**src/rtl/iob_iob2wishbone_pipe.sv**
```systemverilog
// Pipelined IOb-to-Wishbone B4 bridge: command FIFO, in-order retirement, up to MAX_OUTST in flight.
// Optional bus-abort watchdog is compiled in with `define IOB2WB_TIMEOUT_EN.
module iob_iob2wishbone_pipe #(
  parameter int ADDR_W         = 32,
  parameter int DATA_W         = 32,
  parameter int FIFO_AW        = 2,
  parameter int MAX_OUTST      = 4,
  parameter int TIMEOUT_CYCLES = 1024
) (
  input  logic                clk_i,
  input  logic                arst_i,
  input  logic                valid_i,
  input  logic [ADDR_W-1:0]   address_i,
  input  logic [DATA_W-1:0]   wdata_i,
  input  logic [DATA_W/8-1:0] wstrb_i,
  output logic                ready_o,
  output logic [DATA_W-1:0]   rdata_o,
  output logic                rvalid_o,
  output logic                error_o,
  output logic [ADDR_W-1:0]   wb_addr_o,
  output logic [DATA_W-1:0]   wb_data_o,
  output logic [DATA_W/8-1:0] wb_select_o,
  output logic                wb_we_o,
  output logic                wb_cyc_o,
  output logic                wb_stb_o,
  input  logic                wb_stall_i,
  input  logic                wb_ack_i,
  input  logic                wb_err_i,
  input  logic [DATA_W-1:0]   wb_data_i
);

  localparam int SEL_W = DATA_W / 8;
  localparam int DEPTH = 2 ** FIFO_AW;
  localparam int OW    = $clog2(MAX_OUTST + 1);
  localparam int QI_W  = (MAX_OUTST > 1) ? $clog2(MAX_OUTST) : 1;

  logic [ADDR_W-1:0]  fifo_addr [DEPTH];
  logic [DATA_W-1:0]  fifo_data [DEPTH];
  logic [SEL_W-1:0]   fifo_sel  [DEPTH];
  logic               fifo_we   [DEPTH];
  logic [FIFO_AW-1:0] wr_ptr;
  logic [FIFO_AW-1:0] rd_ptr;
  logic [FIFO_AW:0]   fifo_cnt;
  logic               fifo_empty;
  logic               push;
  logic               pop;

  logic [OW-1:0]        outst;
  logic                 outst_zero;
  logic                 outst_room;
  logic [MAX_OUTST-1:0] trk_we;
  logic [MAX_OUTST-1:0] trk_nxt;
  logic [QI_W-1:0]      trk_idx;

  logic bus_resp;
  logic resp_ret;
  logic force_ret;
  logic retire;
  logic retire_err;
  logic retire_read;
  logic abort;

  logic              rd_vld_p1;
  logic              err_vld_p1;
  logic [DATA_W-1:0] rdata_p1;

  // Full exactly when the count MSB is set, since the count never exceeds DEPTH.
  assign fifo_empty = (fifo_cnt == '0);
  assign ready_o    = ~fifo_cnt[FIFO_AW];
  assign push       = valid_i & ready_o;

  assign outst_zero = (outst == '0);
  assign outst_room = (outst < OW'(MAX_OUTST));

  assign wb_stb_o    = ~fifo_empty & outst_room & ~abort;
  assign wb_cyc_o    = wb_stb_o | (~outst_zero & ~abort);
  assign pop         = wb_stb_o & ~wb_stall_i;
  assign wb_addr_o   = fifo_empty ? '0 : fifo_addr[rd_ptr];
  assign wb_data_o   = fifo_empty ? '0 : fifo_data[rd_ptr];
  assign wb_select_o = fifo_empty ? '0 : fifo_sel[rd_ptr];
  assign wb_we_o     = ~fifo_empty & fifo_we[rd_ptr];

  // An abort drains one outstanding transfer per cycle and ignores the bus meanwhile.
  assign bus_resp    = wb_ack_i | wb_err_i;
  assign resp_ret    = bus_resp & ~outst_zero & ~abort;
  assign force_ret   = abort & ~outst_zero;
  assign retire      = resp_ret | force_ret;
  assign retire_err  = force_ret | (resp_ret & wb_err_i);
  assign retire_read = ~trk_we[0];

  always_ff @(posedge clk_i) begin
    if (push) begin
      fifo_addr[wr_ptr] <= address_i;
      fifo_data[wr_ptr] <= wdata_i;
      fifo_sel[wr_ptr]  <= (|wstrb_i) ? wstrb_i : {SEL_W{1'b1}};
      fifo_we[wr_ptr]   <= |wstrb_i;
    end
  end

  always_ff @(posedge clk_i or posedge arst_i) begin
    if (arst_i) begin
      wr_ptr   <= '0;
      rd_ptr   <= '0;
      fifo_cnt <= '0;
    end else begin
      if (push) wr_ptr <= wr_ptr + 1'b1;
      if (pop)  rd_ptr <= rd_ptr + 1'b1;
      case ({push, pop})
        2'b10:   fifo_cnt <= fifo_cnt + 1'b1;
        2'b01:   fifo_cnt <= fifo_cnt - 1'b1;
        default: fifo_cnt <= fifo_cnt;
      endcase
    end
  end

  // Tracking queue: entry 0 is the oldest outstanding transfer; retirement shifts it out.
  always_comb begin
    trk_idx = retire ? QI_W'(outst - OW'(1)) : QI_W'(outst);
    trk_nxt = trk_we;
    if (retire) trk_nxt = trk_we >> 1;
    if (pop)    trk_nxt[trk_idx] = fifo_we[rd_ptr];
  end

  always_ff @(posedge clk_i or posedge arst_i) begin
    if (arst_i) begin
      outst  <= '0;
      trk_we <= '0;
    end else begin
      trk_we <= trk_nxt;
      case ({pop, retire})
        2'b10:   outst <= outst + 1'b1;
        2'b01:   outst <= outst - 1'b1;
        default: outst <= outst;
      endcase
    end
  end

`ifdef IOB2WB_TIMEOUT_EN
  localparam int TW = $clog2(TIMEOUT_CYCLES + 1);

  logic [TW-1:0] to_cnt;
  logic          to_run;

  assign to_run = ~outst_zero & ~bus_resp & ~abort;

  always_ff @(posedge clk_i or posedge arst_i) begin
    if (arst_i) begin
      to_cnt <= '0;
      abort  <= 1'b0;
    end else if (abort) begin
      to_cnt <= '0;
      if (outst <= OW'(1)) abort <= 1'b0;
    end else if (to_run) begin
      if (to_cnt == TW'(TIMEOUT_CYCLES - 1)) begin
        to_cnt <= '0;
        abort  <= 1'b1;
      end else begin
        to_cnt <= to_cnt + 1'b1;
      end
    end else begin
      to_cnt <= '0;
    end
  end
`else
  // No watchdog: the bridge waits indefinitely for ack/err.
  assign abort = 1'b0 & (TIMEOUT_CYCLES > 0);
`endif

  // Retire stage: IOb response registered one cycle after ack/err.
  always_ff @(posedge clk_i or posedge arst_i) begin
    if (arst_i) begin
      rd_vld_p1  <= 1'b0;
      err_vld_p1 <= 1'b0;
      rdata_p1   <= '0;
    end else begin
      rd_vld_p1  <= retire & retire_read;
      err_vld_p1 <= retire & retire_err;
      if (retire & retire_read) rdata_p1 <= retire_err ? '0 : wb_data_i;
    end
  end

  assign rvalid_o = rd_vld_p1;
  assign error_o  = err_vld_p1;
  assign rdata_o  = rdata_p1;

endmodule
```
**config.mk**
```make
export PLATFORM = sky130hd
export DESIGN_NAME = iob_iob2wishbone_pipe
export DESIGN_NICKNAME = d
export VERILOG_FILES = /design/src/rtl/iob_iob2wishbone_pipe.sv
export SDC_FILE = /design/constraint.sdc
export NUM_CORES = 1
export LEC_CHECK = 0
export CELL_PAD_IN_SITES_DETAIL_PLACEMENT = 1
export CELL_PAD_IN_SITES_GLOBAL_PLACEMENT = 1
export CORE_AREA = 4 4 296 182
export DETAILED_ROUTE_END_ITERATION = 10
export DIE_AREA = 0 0 300 186
export PLACE_DENSITY_LB_ADDON = 0.12
export SKIP_CTS_REPAIR_TIMING = 1
export SLEW_MARGIN = 20
export SYNTH_ARGS = -nofsm -noshare
export SYNTH_HDL_FRONTEND = slang
export SYNTH_SLANG_ARGS = --single-unit
```
**constraint.sdc**
```tcl
create_clock -name clk_i -period 4.15 [get_ports clk_i]
set_input_delay 0.83 -clock clk_i [delete_from_list [all_inputs] [get_ports clk_i]]
set_output_delay 0.83 -clock clk_i [all_outputs]
set_load 0.02 [all_outputs]
```
# After elaboration in Yosys (flattened, before gate mapping)
# Memories as Yosys holds them, arrays and structs flattened.
# Index checks and enable logic that the tools add are counted.
# totals
latchBits,0
out_inout_bits,106
elab_cells,61
mem_bits_ro,0
reg_bits,48
n_memories,4
in_bits,106
mem_bits_rw,276
# memory_table
memory,depth,word_bits,read_ports,rd_ports_with_merged_regs,wr,line,rtl
fifo_addr,4,32,1,0,1,37,logic [ADDR_W-1:0] fifo_addr [DEPTH];
fifo_data,4,32,1,0,1,38,logic [DATA_W-1:0] fifo_data [DEPTH];
fifo_sel,4,4,1,0,1,39,logic [SEL_W-1:0] fifo_sel [DEPTH];
fifo_we,4,1,1,0,1,40,logic fifo_we [DEPTH];
# op_classes
n_lt_le_gt_ge,3
n_addsub,6
multipliers,0
eq_ne,4
bitwise_logic,15
shift,0
n_reduce_logical,6
div,0
muxes,15
# op_table
cell,count
2-to-1 mux 32 bit,3
2-to-1 mux 4 bit,4
one-hot mux 3 bit (2 select lines),2
bitwise AND 1 bit,8
"adder 3 x 1 -> 3 bit, second input constant",2
logical NOT 3 bit,2
"subtractor 3 x 1 -> 3 bit, second input constant",2
inverter 1 bit,5
"adder 2 x 1 -> 2 bit, second input constant",2
bitwise mux 4 bit,1
"== test 2 x 1 -> 1 bit, second input constant",2
"== test 2 bit, second input constant",2
nonzero test 2 bit,2
OR reduction 4 bit,1
"< comparator 2 x 3 -> 1 bit, second input constant",1
"< comparator 3 bit, second input constant",1
2-to-1 mux 1 bit,3
demux 1 bit (select 2 bit),1
"greater-or-equal comparator 2 x 1 -> 1 bit, second input constant",1
2-to-1 mux 2 bit,1
bitwise OR 1 bit,2
logical AND 1 bit,1

# Longest topological paths before layout
# depth
word_depth,10
ltp_mapped,10
mapped_depth_nobuf,9

# Least setup slack after synthesis
# Ideal clock, no wire load.
# synth_path
kind,input to register
startpoint,input valid_i
endpoint,memory fifo_addr[0][0] (enable)
n_path_buf,1
path_slack_ns,0.897
t_arrival_ns,2.818
setup_time_ns,0.435
required_time_ns,3.715
path_stages,3
path_cell_list,nor2b_1 clkbuf_1 and2_1
# synth_via
elab_chain_cells,3
# synth_lines
element,line,rtl
from (decl),12,"input logic valid_i,"
bitwise AND 1 bit,70,assign push = valid_i & ready_o;
2-to-1 mux 1 bit,92,if (push) begin
2-to-1 mux 1 bit (implied by the code),93,fifo_addr[wr_ptr] <= address_i;
to (decl),37,
# Every way passes these cells.

# Final worst setup path
# layout_path
startpoint,register rd_ptr[0]
endpoint,output wb_addr_o[5]
# layout_via
elab_chain_cells,2
# layout_lines
element,line,rtl
from (decl),42,logic [FIFO_AW-1:0] rd_ptr;
from (signal assigned),107,if (pop) rd_ptr <= rd_ptr + 1'b1;
memory read (4 x 32 bit),-,
2-to-1 mux 32 bit,78,assign wb_addr_o = fifo_empty ? '0 : fifo_addr[rd_ptr];
to (decl),20,"output logic [ADDR_W-1:0] wb_addr_o,"
# Every way passes these cells.

==> PnR_summary.wiki <==
{| class="wikitable"
! Metric !! Value
|-
| Sequential area share after synthesis || 0.748
|-
| Clk_skew || 0.0190 ns
|-
| Most frequent cells in the layout || 276 x edfxtp_1, 211 x clkdlybuf4s50_1, 70 x nor2b_1, 68 x mux4_2, 46 x dfrtp_1
|-
| Result of the run || completed
|-
| Final Slew Violations || 0
|-
| Endpoint of the worst hold-timing path || rdata_o[25]$_DFFE_PP0P_
|-
| Total Nets Final || 1029
|-
| Clock network latency to the later pin of the worst-skew pair || 0.52 ns
|-
| Antenna diode count || 0
|-
| Fin area || 0.0168 mm2
|-
| Final total negative setup slack || 0 ns
|-
| Synth cell types || 38
|-
| Layout cell share with drive strength beyond 1 || 0.164
|-
| Hold slack || 0.525 ns
|-
| Number of search-and-repair iterations in the first detailed-routing pass || 4
|-
| Antenna violations before repair || 1
|-
| Post-route antenna net violation count || 0
|-
| IO buf count || 211
|-
| Source of the worst register-to-register timing path || outst[0]$_DFFE_PP0P_
|-
| Number of buffers on the longest clock path || 3
|-
| GPL Wtd Cong || 0.677
|-
| Actual slew at the worst max-slew pin || 0.689 ns
|-
| Number of instances on the worst hold path || 2
|-
| Clock root buffer || clkbuf_16
|-
| Worst VDD drop || 0.351 mV
|-
| Startpoint kind of the worst setup timing path || flop
|-
| Horizontal extent of the die || 300 um
|-
| WL final || 32.4 mm
|-
| Post-route DRC violation count || 0
|-
| Pin count of the biggest net entering global routing || 66
|-
| Unrepaired setup endpoints after global routing || false
|-
| Mapped cell area || 0.0127 mm2
|-
| Combined global-route utilization of all metal layers || 0.116
|-
| Register bit count reported by yosys || 324
|-
| Global-route wire length before repair || 49.0 mm
|-
| Fraction of post-synthesis cell area in the top cell type by area || 0.653
|-
| Capture point of the worst reg-to-reg path || outst[2]$_DFFE_PP0P_
|-
| Predominant post-synthesis flop cell || edfxtp_1
|-
| Fill cell instance count of the final layout || 5202
|-
| Crit. Startpoint || rd_ptr[0]$_DFFE_PP0P_
|-
| Number of cells on the worst reg-to-reg path || 8
|-
| Max-capacitance violation count || 0
|-
| I/O pin count || 212
|-
| Leakage power of the design || 5.69 nW
|-
| Internal Power || 0.00823 W
|-
| Final setup violation count || 0
|-
| Setup Crit Path Kind || flop to output port
|-
| Vias in the first global route || 7507
|-
| TritonCTS clock tree || yes
|-
| Maximum achievable frequency || 0.270 GHz
|-
| Min cycle time layout || 3.71 ns
|-
| Final hold violation count || 0
|-
| YS warnings || 0
|-
| Num rows || 64
|-
| Overall die area || 0.0558 mm2
|-
| Post-route fraction of the period consumed by the critical path || 0.894
|-
| Most common library cell in the layout ignoring fill and taps || edfxtp_1
|-
| Largest cells by area after synthesis || edfxtp_1 65%, mux4_2 12%, dfrtp_1 9.5%, nor2b_1 3.5%, inv_1 1.3%
|-
| Post-synth EDFFs || 276
|-
| Critical Path Fanout Max || 19
|-
| Iteration-0 DRC count of the detailed router || 311
|-
| Proportion of register bits with asynchronous set or reset after synthesis || 0.148
|-
| Vias after detailed routing || 6763
|-
| CTS Buf Count || 36
|-
| Floorplan Core Area || 0.0508 mm2
|-
| Relative contribution of combinational cells to total power || 0.405
|-
| CP endpoint kind || output port
|-
| Sequential power share || 0.362
|-
| Worst max-slew margin expressed relative to the limit || 0.541
|-
| Area added between synthesis and finish || 32.7%
|-
| Total net switching power || 0.00419 W
|-
| Arrival time at the worst endpoint || 2.88 ns
|-
| Post-Synthesis Net Count || 794
|-
| H-tree levels || 2
|-
| Final Total Pwr || 0.0124 W
|-
| Clk pwr share || 0.233
|-
| Overall die height || 186 um
|-
| Launch instance of the worst min-delay path || rdata_o[25]$_DFFE_PP0P_
|-
| Syn Inst Count || 678
|-
| Avg Cell Area, Syn || 18.7 um2
|-
| Wire per inst || 19.9 um
|-
| Total congestion overflow after global routing || 0
|-
| Share of total power consumed by net switching || 0.337
|-
| Pre-CTS setup slack || 0.914 ns
|-
| Number of sinks driven by the clock tree || 324
|-
| Class of the most critical hold timing path || flop to flop
|-
| CTS clock-pin slew for the worst setup and hold paths || 0.06 ns
|-
| Detailed placement HPWL || 21.0 mm
|-
| Total power per unit cell area || 738 mW/mm2
|-
| Starting utilization of the core area || 0.250
|-
| Register-to-register path setup slack || 1.85 ns
|-
| Average vias per placed instance || 4.14
|-
| Fin worst setup slack || 0.442 ns
|-
| Dpl cell area || 0.0158 mm2
|-
| Cell type with the largest total area after synthesis || edfxtp_1
|-
| Worst Path Required || 3.32 ns
|}
cell families (layout without fill, tap and decap cells):
group | Yosys count | in the layout | share of synthesized area
buf+inv | 81 | 342 | 0.0271
mux | 79 | 79 | 0.129
xor+xnor | 9 | 9 | 0.00621
fa+ha+maj | 10 | 10 | 0.0105
compound gates | 44 | 44 | 0.0189
flops | 324 | 324 | 0.748
simple gates | 131 | 131 | 0.0600
cells in the mapped netlist, types with 5 or more instances:
library cell	number
inv_1	44
or2_2	5
dfrtp_1	48
mux4_2	68
clkbuf_1	17
xnor2_1	7
edfxtp_1	276
mux2i_1	10
nor2b_1	70
buf_2	14
nor2_1	5
o21ai_1	29
nand2_1	5
ha_1	9
nand3_1	32
o21ai_0	7
registers in the layout, summed over array words and instances, names as in the netlist:
| register | count |
|---|---|
| error_o | 1 |
| fifo_addr | 128 |
| fifo_cnt | 3 |
| fifo_data | 128 |
| fifo_sel | 16 |
| fifo_we | 4 |
| outst | 3 |
| rd_ptr | 2 |
| rdata_o | 32 |
| rvalid_o | 1 |
| trk_we | 4 |
| wr_ptr | 2 |
power by group through the flow:
stage | registers (W) | logic [W] | clock network, W
after detailed placement | 0.00458 | 0.00517 | 0
after CTS | 0.00452 | 0.00520 | 0.00305
after global routing | 0.00458 | 0.00544 | 0.00322
after global placement | 0.00458 | 0.00517 | 0
final | 0.00450 | 0.00503 | 0.00290
after floorplan | 0.00459 | 0.00280 | 0
worst max path at each step:
stage | end | cells after the start
final | wb_addr_o[5] | 4
after detailed placement | wb_addr_o[5] | 4
after global placement | wb_data_o[20] | 4
after floorplan | fifo_addr[0][0]$_DFFE_PP_ | 3
after CTS | wb_addr_o[5] | 4
after global routing | wb_data_o[20] | 4
metal layers:
metal	share of wire	track usage	up-vias
met3	0.043	0.0280	50
met4	0.021	0.0309	2
met1	0.47	0.163	3518
met2	0.47	0.182	114
li1	-	-	3079
met5	0.00025	0	-
stage by stage:
stage | util | cells
after floorplan | - | 678
after global placement | 0.311 | 1568
after detailed placement | 0.311 | 1568
after CTS | 0.332 | 1632
after global routing | 0.332 | 1632
final | 0.332 | 1632
layout make-up:
type,count,area (um2),area share
Clock buffer,46,970,0.0576
Clock inverter,18,88.8,0.00528
Inverter,45,169,0.0100
Multi-Input combinational cell,273,2880,0.171
Sequential cell,324,9500,0.564
Tap cell,693,867,0.0515
Timing Repair Buffer,233,2360,0.140
critical path: stages, from the launching register on:
cell and delay, ns:
dfrtp_4 0.73, buf_4 0.36, mux4_2 0.54, nor2b_1 0.18, clkdlybuf4s50_1 0.57
Power figures use the tool's default switching activity.
